==> src/rtl/shift_pkg.sv <==
// Shared mode encoding for universal_shift_register and its users.
package shift_pkg;

    localparam int unsigned MODE_W = 3;

    typedef enum logic [MODE_W-1:0] {
        HOLD = 3'd0,
        LOAD = 3'd1,
        SHL  = 3'd2,
        SHR  = 3'd3,
        ROL  = 3'd4,
        ROR  = 3'd5,
        ASR  = 3'd6
    } shift_mode_t;

endpackage

==> src/rtl/sat_counter.sv <==
// Saturating up-counter with synchronous clear; at_max flags count == MAX.
module sat_counter #(
    parameter int unsigned MAX = 8,
    parameter int unsigned W   = $clog2(MAX + 1)
) (
    input  logic         clock,
    input  logic         reset,
    input  logic         clear,
    input  logic         increment,
    output logic [W-1:0] count,
    output logic         at_max
);

    assign at_max = (count == W'(MAX));

    always_ff @(posedge clock) begin
        if (reset) begin
            count <= '0;
        end else if (clear) begin
            count <= '0;
        end else if (increment && !at_max) begin
            count <= count + 1'b1;
        end
    end

endmodule

==> src/rtl/universal_shift_register.sv <==
// N-bit universal shift register with per-cycle mode, serial taps and drain counter.
// Optional parity_out port is enabled by defining USR_PARITY_EN.
module universal_shift_register
    import shift_pkg::*;
#(
    parameter int unsigned N  = 8,
    parameter int unsigned CW = $clog2(N + 1)
) (
    input  logic          clock,
    input  logic          reset,
    input  logic          enable,
    input  shift_mode_t   mode,
    input  logic [N-1:0]  data_in,
    input  logic          serial_in_msb,
    input  logic          serial_in_lsb,
    output logic [N-1:0]  data_out,
    output logic          serial_out_msb,
    output logic          serial_out_lsb,
    output logic [CW-1:0] shift_count,
    output logic          drained
`ifdef USR_PARITY_EN
    ,
    output logic          parity_out
`endif
);

    logic [N-1:0] data_q;
    logic [N-1:0] data_next;
    logic         is_shift;
    logic         is_load;

    // data_next already folds in the enable hold so parity can track it exactly.
    always_comb begin
        data_next = data_q;
        is_shift  = 1'b0;
        is_load   = 1'b0;
        if (enable) begin
            case (mode)
                LOAD: begin
                    data_next = data_in;
                    is_load   = 1'b1;
                end
                SHL: begin
                    data_next = {data_q[N-2:0], serial_in_lsb};
                    is_shift  = 1'b1;
                end
                SHR: begin
                    data_next = {serial_in_msb, data_q[N-1:1]};
                    is_shift  = 1'b1;
                end
                ROL: begin
                    data_next = {data_q[N-2:0], data_q[N-1]};
                    is_shift  = 1'b1;
                end
                ROR: begin
                    data_next = {data_q[0], data_q[N-1:1]};
                    is_shift  = 1'b1;
                end
                ASR: begin
                    data_next = {data_q[N-1], data_q[N-1:1]};
                    is_shift  = 1'b1;
                end
                default: begin
                    data_next = data_q;
                end
            endcase
        end
    end

    always_ff @(posedge clock) begin
        if (reset) begin
            data_q <= '0;
        end else begin
            data_q <= data_next;
        end
    end

    sat_counter #(
        .MAX (N),
        .W   (CW)
    ) u_shift_count (
        .clock     (clock),
        .reset     (reset),
        .clear     (is_load),
        .increment (is_shift),
        .count     (shift_count),
        .at_max    (drained)
    );

    assign data_out       = data_q;
    assign serial_out_msb = data_q[N-1];
    assign serial_out_lsb = data_q[0];

`ifdef USR_PARITY_EN
    logic parity_q;

    always_ff @(posedge clock) begin
        if (reset) begin
            parity_q <= 1'b0;
        end else begin
            parity_q <= ^data_next;
        end
    end

    assign parity_out = parity_q;
`endif

endmodule

==> config.mk <==
export PLATFORM = sky130hd
export DESIGN_NAME = universal_shift_register
export DESIGN_NICKNAME = d
export VERILOG_FILES = /design/src/rtl/shift_pkg.sv /design/src/rtl/sat_counter.sv /design/src/rtl/universal_shift_register.sv
export SDC_FILE = /design/constraint.sdc
export NUM_CORES = 1
export LEC_CHECK = 0
export ABC_AREA = 1
export BUFFER_PORTS_ARGS = -buffer_cell sky130_fd_sc_hd__buf_2
export CORE_ASPECT_RATIO = 0.9
export CORE_MARGIN = 4
export CORE_UTILIZATION = 48
export CTS_CLUSTER_DIAMETER = 100
export DETAILED_ROUTE_END_ITERATION = 12
export MAX_ROUTING_LAYER = met4
export PLACE_DENSITY = 0.84
export SYNTH_ARGS = -nofsm -noshare
export SYNTH_HDL_FRONTEND = slang
export SYNTH_SLANG_ARGS = --single-unit
==> constraint.sdc <==
create_clock -name clock -period 1.7 [get_ports clock]
set_clock_uncertainty 0.1 [all_clocks]
set_input_delay 0.51 -clock clock [delete_from_list [all_inputs] [get_ports clock]]
set_output_delay 0.51 -clock clock [all_outputs]
set_load 0.03 [all_outputs]
# == Word-level counts from Yosys, hierarchy flattened ==
# Cells that the tools add are included.
# totals
register_bits,12
out_inout_bits,15
word_cells,25
# classes
addsub,1
eq_ne,7
muxes,5
n_bitwise,1
n_reduce_logical,8
# op_table
operator,count
$pmux 8 s6,1
$eq 3x3->1 const B,3
$eq 3x2->1 const B,2
$reduce_bool 6->1,1
$reduce_bool 5->1,1
$reduce_or 5->1,1
$add 4x1->4 const B,1
$eq 4x4->1 const B,1
$mux 1,4
$eq 3x1->1 const B,1
$reduce_and 3->1,1
$reduce_and 2->1,1
$reduce_or 2->1,1
$logic_and 1x1->1,1
$logic_not 1->1,1
$not 1->1,1

# == Depth between registers and ports, before layout ==
# logic_depth
depth_word,5
ltp_mapped,11

# == Hierarchy ==
# From an unflattened synthesis, not the netlist that was laid out.
# hier_totals
hier_cells,134
hier_area_um2,874.6
# modules_own_cells
mod,instances,cells_each,area_each_um2,seq_area_each_um2
universal_shift_register,1,101,650.6,160.2
sat_counter,1,33,224.0,80.1

# == Worst setup path before layout ==
# Ideal clock, no wire load.
# synth_timing
path_type,flip-flop to flip-flop
start,register u_shift_count.count[0]
end,register u_shift_count.count[1]
setup_time_ns,0.113
arrival_time_ns,1.610
slack_ns,-0.123
path_stages_with_launch,10
period_less_slack_ns,1.823
cell_sequence,dfxtp_1 inv_1 ha_1 nand2_1 nor2_1 inv_1 nand3_2 nand2_1 nand2_1 nor2_1
# synth_between
elab_chain_cells,3
# synth_rtl
item,line,rtl
start: declaration,sat_counter.sv:10,"output logic [W-1:0] count,"
start signal: assignment,sat_counter.sv:22,count <= count + 1'b1;
$eq 4x4->1,sat_counter.sv:14,assign at_max = (count == W'(MAX));
net drained,universal_shift_register.sv:20,output logic drained
$logic_not 1->1,sat_counter.sv:21,end else if (increment && !at_max) begin
$logic_and 1x1->1,sat_counter.sv:21,
# The timed path passes the listed nets, and every way through them passes these cells.
# A chain may end at the register's enable or synchronous reset.

# == Worst setup path after layout ==
# layout_timing
start,register u_shift_count.count[1]
end,output drained
# layout_between
elab_chain_cells,1
# layout_rtl
item,line
$eq 4x4->1,sat_counter.sv:14
end: declaration,universal_shift_register.sv:20
# Every way passes these cells.

==> flow_summary.ini <==
[run_status]
status = complete, but fails checks
violations = setup timing

[power]
internal_power_mw = 0.539
p_switching_mw = 0.328
pwr-share-comb_pct = 33.9
p_sw_share_pct = 37.8
power_frac_clock_pct = 28.2
p_leak_nw = 0.650
peakVddDrop_v = 0.000416
power_frac_seq_pct = 37.9
cellPowerDensity_nw_per_um2 = 760

[synth]
synthDistinctLibCells = 17
ys_warn_count = 0
syn_inst = 148
ys_seq_elements = 12
ys_seq_area_share_pct = 27.6
syn_avg_cell_area_um2 = 5.88
syn_area_um2 = 870
syn-num-nets = 166

[finish]
drive_above_1_share_pct = 31.9
nFillCells = 156
syn2layout_area_growth_pct = 31.2
stdcell_count = 209
final_common_cell = nand2_1
n_antenna_cell = 0
layout.nets = 204
final_cell_mix = nand2_1, buf_2, nor2_1

[grt]
grt_antenna_before_repair = 0
grt_use_total_pct = 21.6
grt_pass1_vias = 980
grt_max_degree = 15
grt_pass1_wl_um = 4090
grt_overflow = 0

[drt]
drtPass1Iterations = 4
wl_per_cell_um = 12.4
vias = 1066
wirelength_um = 2600
drtAntennaViolNets = 0
drc = 0
via_per_inst = 5.10
drt_iter0_drc = 65

[clocking]
clk_pin_slew_ns = 0.08
h-tree-depth = 1
clkSinkCount = 12
clk_latency_ns = 0.29
cts_buffers = 3
clockBufferDepth = 2
cts_tree = done
cts-root-buf = clkbuf_4

[worst_setup_path]
path_class = register to output port
path_max_fanout = 2
required_ns = 1.09
cp-end-kind = output port
critPathLaunchType = register
arrival_ns = 1.14

[die]
die_x_um = 52.9
initial_core_util_pct = 51.2
ios = 31
die_y_um = 48.4
rows = 14
coreArea_um2 = 1700
dieArea_um2 = 2560

[timing]
hold_violations = 0
worst_pin_slew_ns = 0.254
worst_slack_ns = -0.0503
slew_violations = 0
tns_ns = -0.0503
max_freq_mhz = 571
holdWs_ns = 0.305
rsz0062_at_grt = true
finalCritPeriodShare_pct = 103
setup_violations = 1
period_minus_slack_ns = 1.75
relSlewSlack_pct = 83.0

[placed_design]
dp_hpwl_um = 1780
gp_congestion = 0.810
placed_cells = 200
io_buffer_count = 30

[hold_path]
hp-class = primary input to register

[run]
maxCapViolCount = 0
-- flip-flops by register name, indices dropped and copies added, names as in the netlist --
signal,count
data_out,8
u_shift_count.count,4
-- per-layer routing --
metal  global-route usage [%]  share of wire, %  vias to the layer above
met2                     33.1                48                       50
met4                     11.5               2.7                        0
met1                     25.9                41                      476
li1                         -                 -                      530
met3                     4.60               7.5                       10
met5                        -                 0                        -
-- final cells by class --
type | instances | area (um2) | area share (%)
timing repair buffer | 37 | 209 | 18.3
sequential | 12 | 243 | 21.3
inverter | 22 | 82.6 | 7.24
tap | 24 | 30.0 | 2.63
multi-input combinational | 110 | 541 | 47.4
clock buffer | 4 | 36.3 | 3.18
-- worst paths after layout --
check                                             from                endpoint  slack (ns)  depth (start not counted)
worst min register to register  u_shift_count.count[3]  u_shift_count.count[3]        0.45                          2
worst max-delay path            u_shift_count.count[1]                 drained       -0.05                          5
worst max register to register  u_shift_count.count[1]  u_shift_count.count[0]        0.33                          8
worst min-delay path                             reset             data_out[7]        0.30                          2
-- power by group through the flow --
| stage | registers [mW] | logic (mW) | clock network [mW] |
|---|---|---|---|
| final | 0.329 | 0.294 | 0.244 |
| after global placement | 0.332 | 0.252 | 0 |
| after floorplan | 0.373 | 0.146 | 0 |
| after global routing | 0.331 | 0.322 | 0.255 |
| after CTS | 0.327 | 0.277 | 0.239 |
| after detailed placement | 0.334 | 0.260 | 0 |
-- synthesized netlist by cell type --
| master | number | area (um2) |
|---|---|---|
| nand2_1 | 52 | 195 |
| nor2_1 | 19 | 71.3 |
| inv_1 | 18 | 67.6 |
| nand3_1 | 13 | 65.1 |
| dfxtp_1 | 12 | 240 |
| a21oi_1 | 7 | 35.0 |
| nand4_1 | 6 | 37.5 |
| inv_2 | 4 | 15.0 |
| buf_4 | 3 | 22.5 |
| nand2_2 | 3 | 18.8 |
| ha_1 | 2 | 25.0 |
| nand3_2 | 2 | 20.0 |
| o21ai_0 | 2 | 10.0 |
| xor2_1 | 2 | 17.5 |
| buf_6 | 1 | 11.3 |
| nor2_2 | 1 | 6.26 |
| nor2_4 | 1 | 11.3 |
-- logic make-up after synthesis --
logic type | after synthesis | synth area share (%)
and+or+nand+nor | 97 | 48.9
buffers and inverters | 26 | 13.4
DFF | 12 | 27.6
AOI/OAI and AO/OA | 9 | 5.18
xor gates and xnor gates | 2 | 2.01
adders and majority gates | 2 | 2.88
-- metrics by stage --
stage / area [um2] / power, mW / utilization [%] / worst slack (ns)
CTS: 1120 / 0.843 / 65.9 / -0.0279
floorplan: 872 / 0.519 / - / 0.0587
global route: 1140 / 0.907 / 67.2 / -0.0847
finish: 1140 / 0.868 / 67.2 / -0.0503
global placement: 1030 / 0.583 / 60.8 / 0.0254
detailed placement: 1030 / 0.593 / 60.8 / -0.0276
-- timing repair --
item / in CTS / in global routing
hold buffers: 0 / 0
resized for setup: 9 / 2
buffers inserted: 3 / 2
pin swaps: 1 / 2
hold endpoints to repair: 0 / 0
setup endpoints to repair: 1 / 1
-- critical path: stages, from the launching register on --
cell and delay, ns:
dfxtp_2 0.33, inv_2 0.08, ha_4 0.15, nand2_4 0.06, nor2_4 0.10, buf_6 0.14
(Power assumes the default switching activity.)
